==> src/rtl/fifo_wr_framer.sv <==
// Purpose: frames a source stream as SOF, 1..MAX_LEN payload words, XOR checksum into an async FIFO write port.
// Latency: SOF written one cycle after s_valid is seen in IDLE; writes are combinational, frame_done/trunc one cycle after the checksum write.
// Backpressure: fifo_full stalls every state except IDLE/DROP in place; s_ready drops with fifo_full while payload is forwarded.
// Optional: define FRAMER_STATS_EN for saturating frame_count / trunc_count statistics.
module fifo_wr_framer #(
  parameter int               Width   = 4,
  parameter int               MAX_LEN = 8,
  parameter logic [Width-1:0] SOF     = Width'(4'hA)
) (
  input  logic             Wr_clk,
  input  logic             reset,
  input  logic             s_valid,
  input  logic [Width-1:0] s_data,
  input  logic             s_last,
  output logic             s_ready,
  input  logic             fifo_full,
  output logic             fifo_wr_en,
  output logic [Width-1:0] fifo_data,
  output logic             frame_done,
  output logic             trunc,
  output logic [7:0]       frame_count,
  output logic [7:0]       trunc_count
);

  localparam logic [7:0] MaxLenC = 8'(MAX_LEN);

  typedef enum logic [2:0] {IDLE, HDR, PAYLOAD, DROP, CSUM} state_t;

  state_t           state, state_nxt;
  logic [Width-1:0] csum_q;
  logic [7:0]       count_q;
  logic             trunc_flag_q;
  logic             frame_done_q;
  logic             trunc_q;

  logic xfer;
  logic hdr_wr;
  logic csum_wr;
  logic at_max;

  assign xfer    = s_valid & s_ready;
  assign hdr_wr  = (state == HDR)  & ~fifo_full;
  assign csum_wr = (state == CSUM) & ~fifo_full;
  // True when the word currently being transferred is payload word number MAX_LEN.
  assign at_max  = (count_q + 8'd1) == MaxLenC;

  // State register.
  always_ff @(posedge Wr_clk) begin
    if (reset) state <= IDLE;
    else       state <= state_nxt;
  end

  // Next-state decode; s_last wins over truncation on word MAX_LEN.
  always_comb begin
    state_nxt = state;
    case (state)
      IDLE:    if (s_valid) state_nxt = HDR;
      HDR:     if (!fifo_full) state_nxt = PAYLOAD;
      PAYLOAD: if (xfer) begin
                 if (s_last)      state_nxt = CSUM;
                 else if (at_max) state_nxt = DROP;
               end
      DROP:    if (xfer && s_last) state_nxt = CSUM;
      CSUM:    if (!fifo_full) state_nxt = IDLE;
      default: state_nxt = IDLE;
    endcase
  end

  // Output decode; FIFO strobe is gated by fifo_full with no register stage.
  always_comb begin
    s_ready    = 1'b0;
    fifo_wr_en = 1'b0;
    fifo_data  = s_data;
    case (state)
      HDR: begin
        fifo_data  = SOF;
        fifo_wr_en = ~fifo_full;
      end
      PAYLOAD: begin
        s_ready    = ~fifo_full;
        fifo_data  = s_data;
        fifo_wr_en = s_valid & ~fifo_full;
      end
      DROP: s_ready = 1'b1;
      CSUM: begin
        fifo_data  = csum_q;
        fifo_wr_en = ~fifo_full;
      end
      default: ;
    endcase
  end

  // Per-frame checksum, payload count and truncation flag.
  always_ff @(posedge Wr_clk) begin
    if (reset) begin
      csum_q       <= '0;
      count_q      <= '0;
      trunc_flag_q <= 1'b0;
    end else if (hdr_wr) begin
      csum_q       <= '0;
      count_q      <= '0;
      trunc_flag_q <= 1'b0;
    end else if (state == PAYLOAD && xfer) begin
      csum_q  <= csum_q ^ s_data;
      count_q <= count_q + 8'd1;
      if (!s_last && at_max) trunc_flag_q <= 1'b1;
    end
  end

  // Completion pulses, asserted the cycle after the checksum write.
  always_ff @(posedge Wr_clk) begin
    if (reset) begin
      frame_done_q <= 1'b0;
      trunc_q      <= 1'b0;
    end else begin
      frame_done_q <= csum_wr;
      trunc_q      <= csum_wr & trunc_flag_q;
    end
  end

  assign frame_done = frame_done_q;
  assign trunc      = trunc_q;

`ifdef FRAMER_STATS_EN
  logic [7:0] frame_cnt_q;
  logic [7:0] trunc_cnt_q;

  // Saturating statistics, updated on the same edge that raises frame_done/trunc.
  always_ff @(posedge Wr_clk) begin
    if (reset) begin
      frame_cnt_q <= '0;
      trunc_cnt_q <= '0;
    end else if (csum_wr) begin
      if (frame_cnt_q != 8'hFF) frame_cnt_q <= frame_cnt_q + 8'd1;
      if (trunc_flag_q && trunc_cnt_q != 8'hFF) trunc_cnt_q <= trunc_cnt_q + 8'd1;
    end
  end

  assign frame_count = frame_cnt_q;
  assign trunc_count = trunc_cnt_q;
`else
  assign frame_count = 8'd0;
  assign trunc_count = 8'd0;
`endif

endmodule
==> config.mk <==
export PLATFORM = sky130hd
export DESIGN_NAME = fifo_wr_framer
export DESIGN_NICKNAME = d
export VERILOG_FILES = /design/src/rtl/fifo_wr_framer.sv
export SDC_FILE = /design/constraint.sdc
export NUM_CORES = 1
export LEC_CHECK = 0
export CAP_MARGIN = 15
export CORE_MARGIN = 1
export CORE_UTILIZATION = 45
export CTS_CLUSTER_DIAMETER = 30
export DETAILED_ROUTE_END_ITERATION = 8
export PLACE_DENSITY = 0.87
export SETUP_SLACK_MARGIN = 0.5
export SLEW_MARGIN = 30
export SYNTH_ARGS = -nofsm -noshare
export SYNTH_HDL_FRONTEND = slang
export SYNTH_SLANG_ARGS = --single-unit
export TNS_END_PERCENT = 30
==> constraint.sdc <==
create_clock -name Wr_clk -period 3.5 [get_ports Wr_clk]
set_input_delay 0.7 -clock Wr_clk [delete_from_list [all_inputs] [get_ports Wr_clk]]
set_output_delay 0.7 -clock Wr_clk [all_outputs]
set_load 0.01 [all_outputs]
**Yosys cells after proc, flatten, opt, wreduce, memory -nomap -nowiden**

Cells that the tools add are included.

- Flip-flop bits (word level): 18
- Bits of input ports: 9
- Logic and storage cells: 45

- Add/subtract/negate cells: 1
- Eq/ne operators: 11
- Mux-type cells: 11
- Bitwise logic cells: 7
- Reduce and logical (&&, ||, !) cells: 9

Operators by type and width:

| cell | count |
|---|---|
| two-way mux 3 bit | 7 |
| one-hot mux 3 bit (5 select lines) | 1 |
| inequality test 2 bit, second input constant | 5 |
| adder 8 x 1 -> 8 bit, second input constant | 1 |
| == test 8 x 4 -> 1 bit, second input constant | 1 |
| one-hot mux 4 bit (2 select lines) | 1 |
| == test 3 x 2 -> 1 bit, second input constant | 2 |
| AND reduction 6 bit | 1 |
| bitwise AND 1 bit | 5 |
| one-hot mux 1 bit (2 select lines) | 2 |
| OR reduction 2 bit | 2 |
| bitwise XOR 4 bit | 1 |
| == test 3 x 1 -> 1 bit, second input constant | 1 |
| == test 3 bit, second input constant | 1 |
| logical AND 1 bit | 3 |
| logical NOT 3 bit | 1 |
| inequality test 3 bit, second input constant | 1 |
| AND reduction 2 bit | 1 |
| logical NOT 1 bit | 1 |
| inverter 1 bit | 1 |

**Logic depth before layout (Yosys ltp)**

Gate-level depths: netlist (run 1).

- Depth after elaboration: 6
- Depth in mapped cells: 6

**Worst setup path before layout (run 1)**

Ideal clock, no wire load.

- Kind: input-to-output
- Start point: input port s_valid
- End point: output port fifo_wr_en
- Arrival: 1508 ps
- Data required time: 2800 ps
- Path slack: 1292 ps
- Stages: 5
- Buffers on the path: 2
- Cell sequence: and3b_1 > buf_2 > buf_2 > nor3_1 > nor3_1

- Cells in the longest elaborated chain, start to end: 2

Ends and longest elaborated chain:

| what | line | source |
|---|---|---|
| start, declared | 12 | `input logic s_valid,` |
| bitwise AND 1 bit | 82 | `fifo_wr_en = s_valid & ~fifo_full;` |
| one-hot mux 1 bit (2 select lines) | 74 | `case (state)` |
| end, declared | 17 | `output logic fifo_wr_en,` |

No other way between the ends.

**Worst setup path after layout (run 1)**

- Start point: input port fifo_full
- End point: output port s_ready

- Cells in the longest elaborated chain, start to end: 2

Ends and longest elaborated chain:

| what | line | source |
|---|---|---|
| start, declared | 16 | `input logic fifo_full,` |
| inverter 1 bit | 80 | `s_ready = ~fifo_full;` |
| one-hot mux 1 bit (2 select lines) | 74 |  |
| end, declared | 15 | `output logic s_ready,` |

No other way between the ends.

==> results of run 1 <==
timing repair:
action,4_1_cts,5_1_grt
endpoints found under the setup margin,0,1
setup buffers,0,0
gates resized for setup,0,1
hold buffers,0,0
worst max-delay path, stage by stage:
cell	delay, ns
clkdlybuf4s50_1	0.54
nand2b_1	0.19
nor2b_1	0.16
clkdlybuf4s50_1	0.54
per-layer routing:
metal,track usage (%),up-vias,routed length (um)
met3,4.06,5,120
met4,11.4,0,50
met5,0,-,0
met2,30.6,38,1100
met1,23.8,478,906
li1,-,488,-
cells by family (layout without fill, tap and decap cells):
group                      Yosys count  count (layout)
other                                1              16
and+or+nand+nor                     59              59
AOI/OAI and AO/OA                   26              26
xor gates and xnor gates            12              12
adders and majority gates            1               1
DFF                                 18              18
buffers and inverters               26              24
cell usage after synthesis (2+ instances only):
library cell / n
a31oi_1: 3
nand2b_1: 5
buf_2: 2
inv_1: 3
o211ai_1: 2
o22a_1: 4
nor2b_1: 7
nor2_1: 17
xor2_1: 10
a21oi_1: 7
nand3_1: 9
nand2_1: 6
and3_1: 2
xnor2_1: 2
o21ai_0: 2
buf_4: 16
clkbuf_1: 5
dfxtp_1: 18
nor3_1: 2
nand4_1: 4
where the power goes:
part | leakage [nW] | switching (W) | internal (W) | total, W
clock network | 0.0138 | 0.0000584 | 0.0000400 | 0.0000984
registers | 0.146 | 0.0000130 | 0.000209 | 0.000222
logic | 0.356 | 0.0000475 | 0.0000468 | 0.0000943
total | 0.515 | 0.000119 | 0.000296 | 0.000415
metrics by stage:
step | instances | setup slack [ns] | area [um2]
finish | 184 | 0.668 | 1280
global route | 184 | 0.535 | 1280
CTS | 184 | 0.568 | 1270
detailed placement | 181 | 0.572 | 1250
global placement | 181 | 0.576 | 1250
floorplan | 158 | 1.29 | 1190
path summary, 6_finish.rpt:
| check | end | slack [ns] |
|---|---|---|
| hold reg to reg | trunc_flag_q | 0.45 |
| setup / recovery | s_ready | 0.67 |
| hold / removal | trunc_flag_q | 0.45 |
| setup reg to reg | trunc_flag_q | 1.87 |
flip-flops by register name, summed over array words and instances, names as in the netlist:
register	flops
state	3
count_q	8
frame_done	1
csum_q	4
trunc_flag_q	1
trunc	1
cell type report:
| cell class | instances | area, um2 |
|---|---|---|
| timing repair buffer | 18 | 178 |
| multi-input combinational | 114 | 671 |
| inverter | 3 | 11.3 |
| fill | 208 | 1020 |
| sequential | 18 | 360 |
| clock buffer | 3 | 22.5 |
| tap | 28 | 35.0 |
==> out/metrics.csv, run 1 <==
metric,value,unit
ys_types,37,
yosys.area.top_type,dfxtp_1,
syn_area,1130,um2
area_growth,12.6,%
worstSkewPairLatency,0.29,ns
yosys.area_share.xor_xnor,9.26,%
grt_pass1_wl,3.86,mm
syn_area_per_cell,7.94,um2
cap_violations,0,
crit_start,fifo_full,
synthCells,143,
reg2regPathDepth,5,
core.rowCount,17,
grt_max_degree,19,
hold_class,reg -> reg,
ios,33,
p_total,0.000415,W
dr.pass1.iters,4,
via_count,1009,
clockBufferDepth,2,
r2r_start,state[1],
power_density,325,nW/um2
grt_overflow,0,
finalCritPeriodShare,80.9,%
synth_warnings,0,
synth-compound-area-share,15.8,%
synth_edf_count,0,
port_buffers,16,
rsz0062_at_grt,no,
path_class,in -> out,
die_w,52.2,um
diodes,0,
synth_top_area_share,31.8,%
path_max_fanout,7,
coreArea,2300,um2
yosys-top-cells-area,"dfxtp_1 (32%), buf_4 (11%), xor2_1 (7.7%)",
grt_pass1_vias,899,
hpwl,1.59,mm
synth_fa_ha_area_share,1.10,%
max_freq,353,MHz
min_from,trunc_flag_q,
maxSlewHeadroom,58.7,%
synth-seq-cells,18,
ir_drop,0.177,mV
synthMuxAreaShare,0,%
hold_viol,0,
skew,0.00335,ns
cts_tree,built,
fin_setup_tns,0,ns
cts_sinks,18,
clk_root_buffer_cell,clkbuf_4,
start_util,49.4,%
synth_flop_cell,dfxtp_1,
h-tree-depth,1,
drt_iter0_drc,20,
antenna_found_initial,0,
slew_violations,0,
viasPerCell,5.48,
cellLeakagePower,0.515,nW
finalSetupViolCount,0,
routedWlPerCell,11.8,um
hold_depth,2,
endpoint_kind,primary output,
yosys.area_share.simple,27.7,%
yosysSeqAreaShare,31.8,%
status,"complete, no violations",
synth_top_family_by_area,simple AND/OR/NAND/NOR gates,
fin_util,55.6,%
drt_wl_total,2.18,mm
critPathArrivalTime,2.13,ns
layout-drive-gt1-share,4.49,%
postRouteAntennaNets,0,
hold-worst-slack,0.451,ns
fin_crit,2.83,ns
grt_use_total,19.2,%
crit_required,2.80,ns
tightestPinTransition,0.618,ns
drc,0,
start_kind,input port,
fin_nets,168,
die_h,52.2,um
synthArstFlopShare,0,%
mostFrequentLayoutCell,dfxtp_1,
cts.reportedPaths.clkPinSlew,0.09,ns
gp_congestion,0.788,
cts_buffers,3,
die_area,2730,um2
mostFrequentLayoutCells,"dfxtp_1 (18), nor2_1 (17), conb_1 (16)",
(Power assumes the default switching activity.)
==> inputs of run 2 (changes only) <==
--- a/config.mk
+++ b/config.mk
@@ -7,10 +7,10 @@
 export LEC_CHECK = 0
 export CAP_MARGIN = 15
 export CORE_MARGIN = 1
-export CORE_UTILIZATION = 45
+export CORE_UTILIZATION = 42
 export CTS_CLUSTER_DIAMETER = 30
 export DETAILED_ROUTE_END_ITERATION = 8
-export PLACE_DENSITY = 0.87
+export PLACE_DENSITY = 0.86
 export SETUP_SLACK_MARGIN = 0.5
 export SLEW_MARGIN = 30
 export SYNTH_ARGS = -nofsm -noshare
==> constraint.sdc (replaced) <==
create_clock -name Wr_clk -period 2.4 [get_ports Wr_clk]
set_input_delay 0.48 -clock Wr_clk [delete_from_list [all_inputs] [get_ports Wr_clk]]
set_output_delay 0.48 -clock Wr_clk [all_outputs]
set_load 0.01 [all_outputs]
==> out/metrics.csv, run 2 (same netlist as run 1, synthesis figures left out) <==
metric,value,unit
ios,33,
critical_path.top_delay_family,buffers and inverters,
routedWlPerCell,12.3,um
endpoint_kind,primary output,
mostFrequentLayoutCell,nor2_1,
gp_congestion,0.778,
hold-worst-slack,0.459,ns
die_w,54.0,um
grt_overflow,0,
regMostFlops,count_q,
clk_root_buffer_cell,clkbuf_4,
max_stage_delay,0.49,ns
postRouteAntennaNets,0,
finalCritPeriodShare,80.4,%
h-tree-depth,1,
port_buffers,16,
final_cell_area,1340,um2
drt_wl_total,2.41,mm
area_growth,17.6,%
cellLeakagePower,0.570,nW
max_freq,518,MHz
hold_class,reg -> reg,
crit_buf_inv,2,
worstSkewPairLatency,0.30,ns
slowest_stage,clkdlybuf4s50_1,
via_count,1037,
path_class,in -> out,
grt_max_degree,18,
largest_reg_flops,8,
fillers,223,
hpwl,1.66,mm
ir_drop,0.262,mV
crit_required,1.92,ns
coreArea,2520,um2
die_area,2910,um2
grt_pass1_vias,883,
diodes,0,
die_h,54.0,um
grt_pass1_wl,3.65,mm
cts_buffers,3,
drc,0,
reg.largest.list,"count_q x8, csum_q x4, state x3",
clockBufferDepth,2,
cts_tree,built,
viasPerCell,5.32,
power_density,496,nW/um2
mostFrequentLayoutCells,"nor2_1 (17), conb_1 (16), dfxtp_1 (15)",
finalSetupViolCount,0,
antenna_found_initial,0,
rsz0062_at_grt,yes,
hold_buffers,0,
crit_path_cell_trace,"clkdlybuf4s50_1, nor2b_1, a21oi_1, o21ai_0, buf_2",
cts.reportedPaths.clkPinSlew,0.11,ns
start_util,45.0,%
grt_use_total,17.6,%
dpl-instance-area,1310,um2
core.rowCount,18,
status,"complete, no violations",
critPathArrivalTime,1.45,ns
fin_setup_tns,0,ns
cap_violations,0,
slew_violations,0,
fin_nets,176,
hold_viol,0,
layout-drive-gt1-share,15.2,%
drt_iter0_drc,26,
dr.pass1.iters,4,
cts_sinks,18,
fin_crit,1.93,ns
skew,0.00939,ns
path_max_fanout,3,
start_kind,input port,
-- run 2: changes by cell type in the layout (fill, tap and decap cells not counted), sizes merged --
cell	delta
buf	+11
clkbuf	+3
clkdlybuf4s50	-9
dlygate4sd2	+4
-- run 2: layout make-up --
| cell class | instances | area (um2) | area share, % |
|---|---|---|---|
| tap | 30 | 37.5 | 2.81 |
| clock buffer | 4 | 36.3 | 2.72 |
| inverter | 3 | 11.3 | 0.843 |
| sequential | 18 | 367 | 27.5 |
| timing repair buffer | 26 | 205 | 15.4 |
| multi-input combinational | 114 | 678 | 50.8 |
-- run 2: worst min-delay path, cell delays in order, from the launching register on --
cell,delay (ns)
dfxtp_1,0.32
inv_1,0.05
a21oi_1,0.05
-- run 2: worst paths after layout --
| kind | startpoint | to | slack [ns] | depth (start not counted) |
|---|---|---|---|---|
| max | s_data[2] | fifo_data[2] | 0.47 | 5 |
| min | trunc_flag_q | trunc_flag_q | 0.46 | 2 |
| max reg2reg | count_q[3] | trunc_flag_q | 0.93 | 3 |
| min reg2reg | trunc_flag_q | trunc_flag_q | 0.46 | 2 |
-- run 2: per-stage QoR --
step / util, % / power [W] / setup WS [ns] / std cells
after CTS: 52.9 / 0.000667 / 0.394 / 194
after detailed placement: 51.8 / 0.000483 / -0.0753 / 190
after global placement: 51.8 / 0.000478 / -0.110 / 190
final: 52.9 / 0.000663 / 0.470 / 195
after global routing: 52.9 / 0.000692 / 0.445 / 195
after floorplan: - / 0.000430 / 0.632 / 158
-- run 2: what timing repair did --
action,CTS,global route
endpoints found under the setup margin,6,6
setup buffers,0,1
gates resized for setup,24,6
pin swaps,2,0
hold endpoints to repair,0,0
-- run 2: power by group --
group | internal [W] | switching, W | total, W
Clock | 0.0000925 | 0.000104 | 0.000197
Combinational | 0.0000671 | 0.0000767 | 0.000144
Sequential | 0.000306 | 0.0000163 | 0.000322
-- run 2: layer usage --
metal,track usage [%],vias up,part of all wire [%]
li1,-,505,-
met1,21.0,487,45
met2,29.0,40,49
met3,3.95,5,4.2
met4,9.83,0,1.6
met5,0,-,0
==> inputs of run 3 (changes only) <==
--- a/config.mk
+++ b/config.mk
@@ -7,10 +7,10 @@
 export LEC_CHECK = 0
 export CAP_MARGIN = 15
 export CORE_MARGIN = 1
-export CORE_UTILIZATION = 42
+export CORE_UTILIZATION = 45
 export CTS_CLUSTER_DIAMETER = 30
 export DETAILED_ROUTE_END_ITERATION = 8
-export PLACE_DENSITY = 0.86
+export PLACE_DENSITY = 0.87
 export SETUP_SLACK_MARGIN = 0.5
 export SLEW_MARGIN = 30
 export SYNTH_ARGS = -nofsm -noshare
==> constraint.sdc (replaced) <==
create_clock -name Wr_clk -period 1.8 [get_ports Wr_clk]
set_input_delay 0.36 -clock Wr_clk [delete_from_list [all_inputs] [get_ports Wr_clk]]
set_output_delay 0.36 -clock Wr_clk [all_outputs]
set_load 0.01 [all_outputs]
==> out/metrics.csv, run 3 (same netlist as run 1, synthesis figures left out) <==
metric,value,unit
status,"complete, no violations",
coreArea,2300,um2
h-tree-depth,1,
grt_use_total,21.0,%
hold_viol,0,
cts_tree,built,
hold_class,reg -> reg,
die_area,2730,um2
cts.reportedPaths.clkPinSlew,0.11,ns
core.rowCount,17,
diodes,0,
finalSetupViolCount,0,
mostFrequentLayoutCells,"buf_4 (19), nor2_1 (17), conb_1 (16)",
drt_wl_total,2.68,mm
routedWlPerCell,13.1,um
cap_violations,0,
slew_violations,0,
postRouteAntennaNets,0,
fin_nets,187,
min_from,trunc_flag_q,
clk_root_buffer_cell,clkbuf_4,
dp.cells,194,
critPathArrivalTime,1.35,ns
crit_required,1.44,ns
max_freq,584,MHz
cts_sinks,18,
mostFrequentLayoutCell,buf_4,
start_kind,flip-flop,
layout-drive-gt1-share,25.0,%
start_util,49.4,%
viasPerCell,5.52,
reg.largest.list,"count_q x8, csum_q x4, state x3",
rsz0062_at_grt,yes,
fin_util,63.8,%
cts_buffers,3,
via_count,1127,
finalCritPeriodShare,95.1,%
fin_crit,1.71,ns
cellLeakagePower,0.631,nW
dr.pass1.iters,4,
hold_buffers,0,
port_buffers,16,
p_total,0.000917,W
fin_cells,204,
antenna_found_initial,0,
hold-worst-slack,0.472,ns
worstSkewPairLatency,0.30,ns
drt_iter0_drc,15,
crit_start,state[2],
die_h,52.2,um
power_density,626,nW/um2
ios,33,
grt_pass1_vias,1005,
grt_max_degree,15,
fillers,179,
clockBufferDepth,2,
ir_drop,0.367,mV
gp_congestion,0.745,
endpoint_kind,primary output,
grt_overflow,0,
die_w,52.2,um
path_max_fanout,5,
drc,0,
skew,0.00377,ns
fin_setup_tns,0,ns
grt_pass1_wl,4.22,mm
area_growth,29.1,%
path_class,reg -> out,
hpwl,1.80,mm
largest_reg_flops,8,
r2r_start,state[2],
regMostFlops,count_q,
## run 3: through the flow
stage,area (um2),worst slack [ns]
2_1_floorplan,1230,0.397
3_3_place_gp,1370,-0.408
3_5_place_dp,1370,-0.407
4_1_cts,1420,0.0916
5_1_grt,1470,0.0324
6_report,1470,0.0887
## run 3: path summary, 6_finish.rpt
path | to | slack, ns | depth (start not counted)
worst max-delay path | fifo_wr_en | 0.09 | 5
worst min-delay path | trunc | 0.47 | 1
worst max register to register | state[0] | 0.20 | 7
worst min register to register | trunc | 0.47 | 1
## run 3: where the power goes
part           internal [W]  switching (W)
Clock              0.000124       0.000134
Combinational      0.000114       0.000118
Sequential         0.000408      0.0000184
Total              0.000646       0.000271
## run 3: cell type report
cell class	instances	area [um2]	share of cell area [%]
clock buffer	4	36.3	2.48
sequential	18	373	25.4
inverter	3	11.3	0.769
tap	28	35.0	2.39
multi-input combinational	114	714	48.8
timing repair buffer	37	295	20.2
## run 3: critical path: stages (launching register included)
cell,delay (ns)
dfxtp_4,0.38
buf_6,0.12
and3b_2,0.26
nor3_4,0.04
nor3_2,0.10
buf_2,0.15
## run 3: metal layers
| metal | vias to the layer above | routed length [um] | GRT usage, % |
|---|---|---|---|
| met1 | 529 | 1140 | 24.7 |
| met3 | 10 | 150 | 2.61 |
| met2 | 52 | 1320 | 37.2 |
| li1 | 536 | - | - |
| met5 | - | 0 | 0 |
| met4 | 0 | 70 | 10.1 |
## run 3: repair_timing
item	in CTS	in global routing
gates cloned	0	0
resized for setup	37	4
buffers inserted	2	4
pin swaps	2	2
endpoints found under the setup margin	23	23
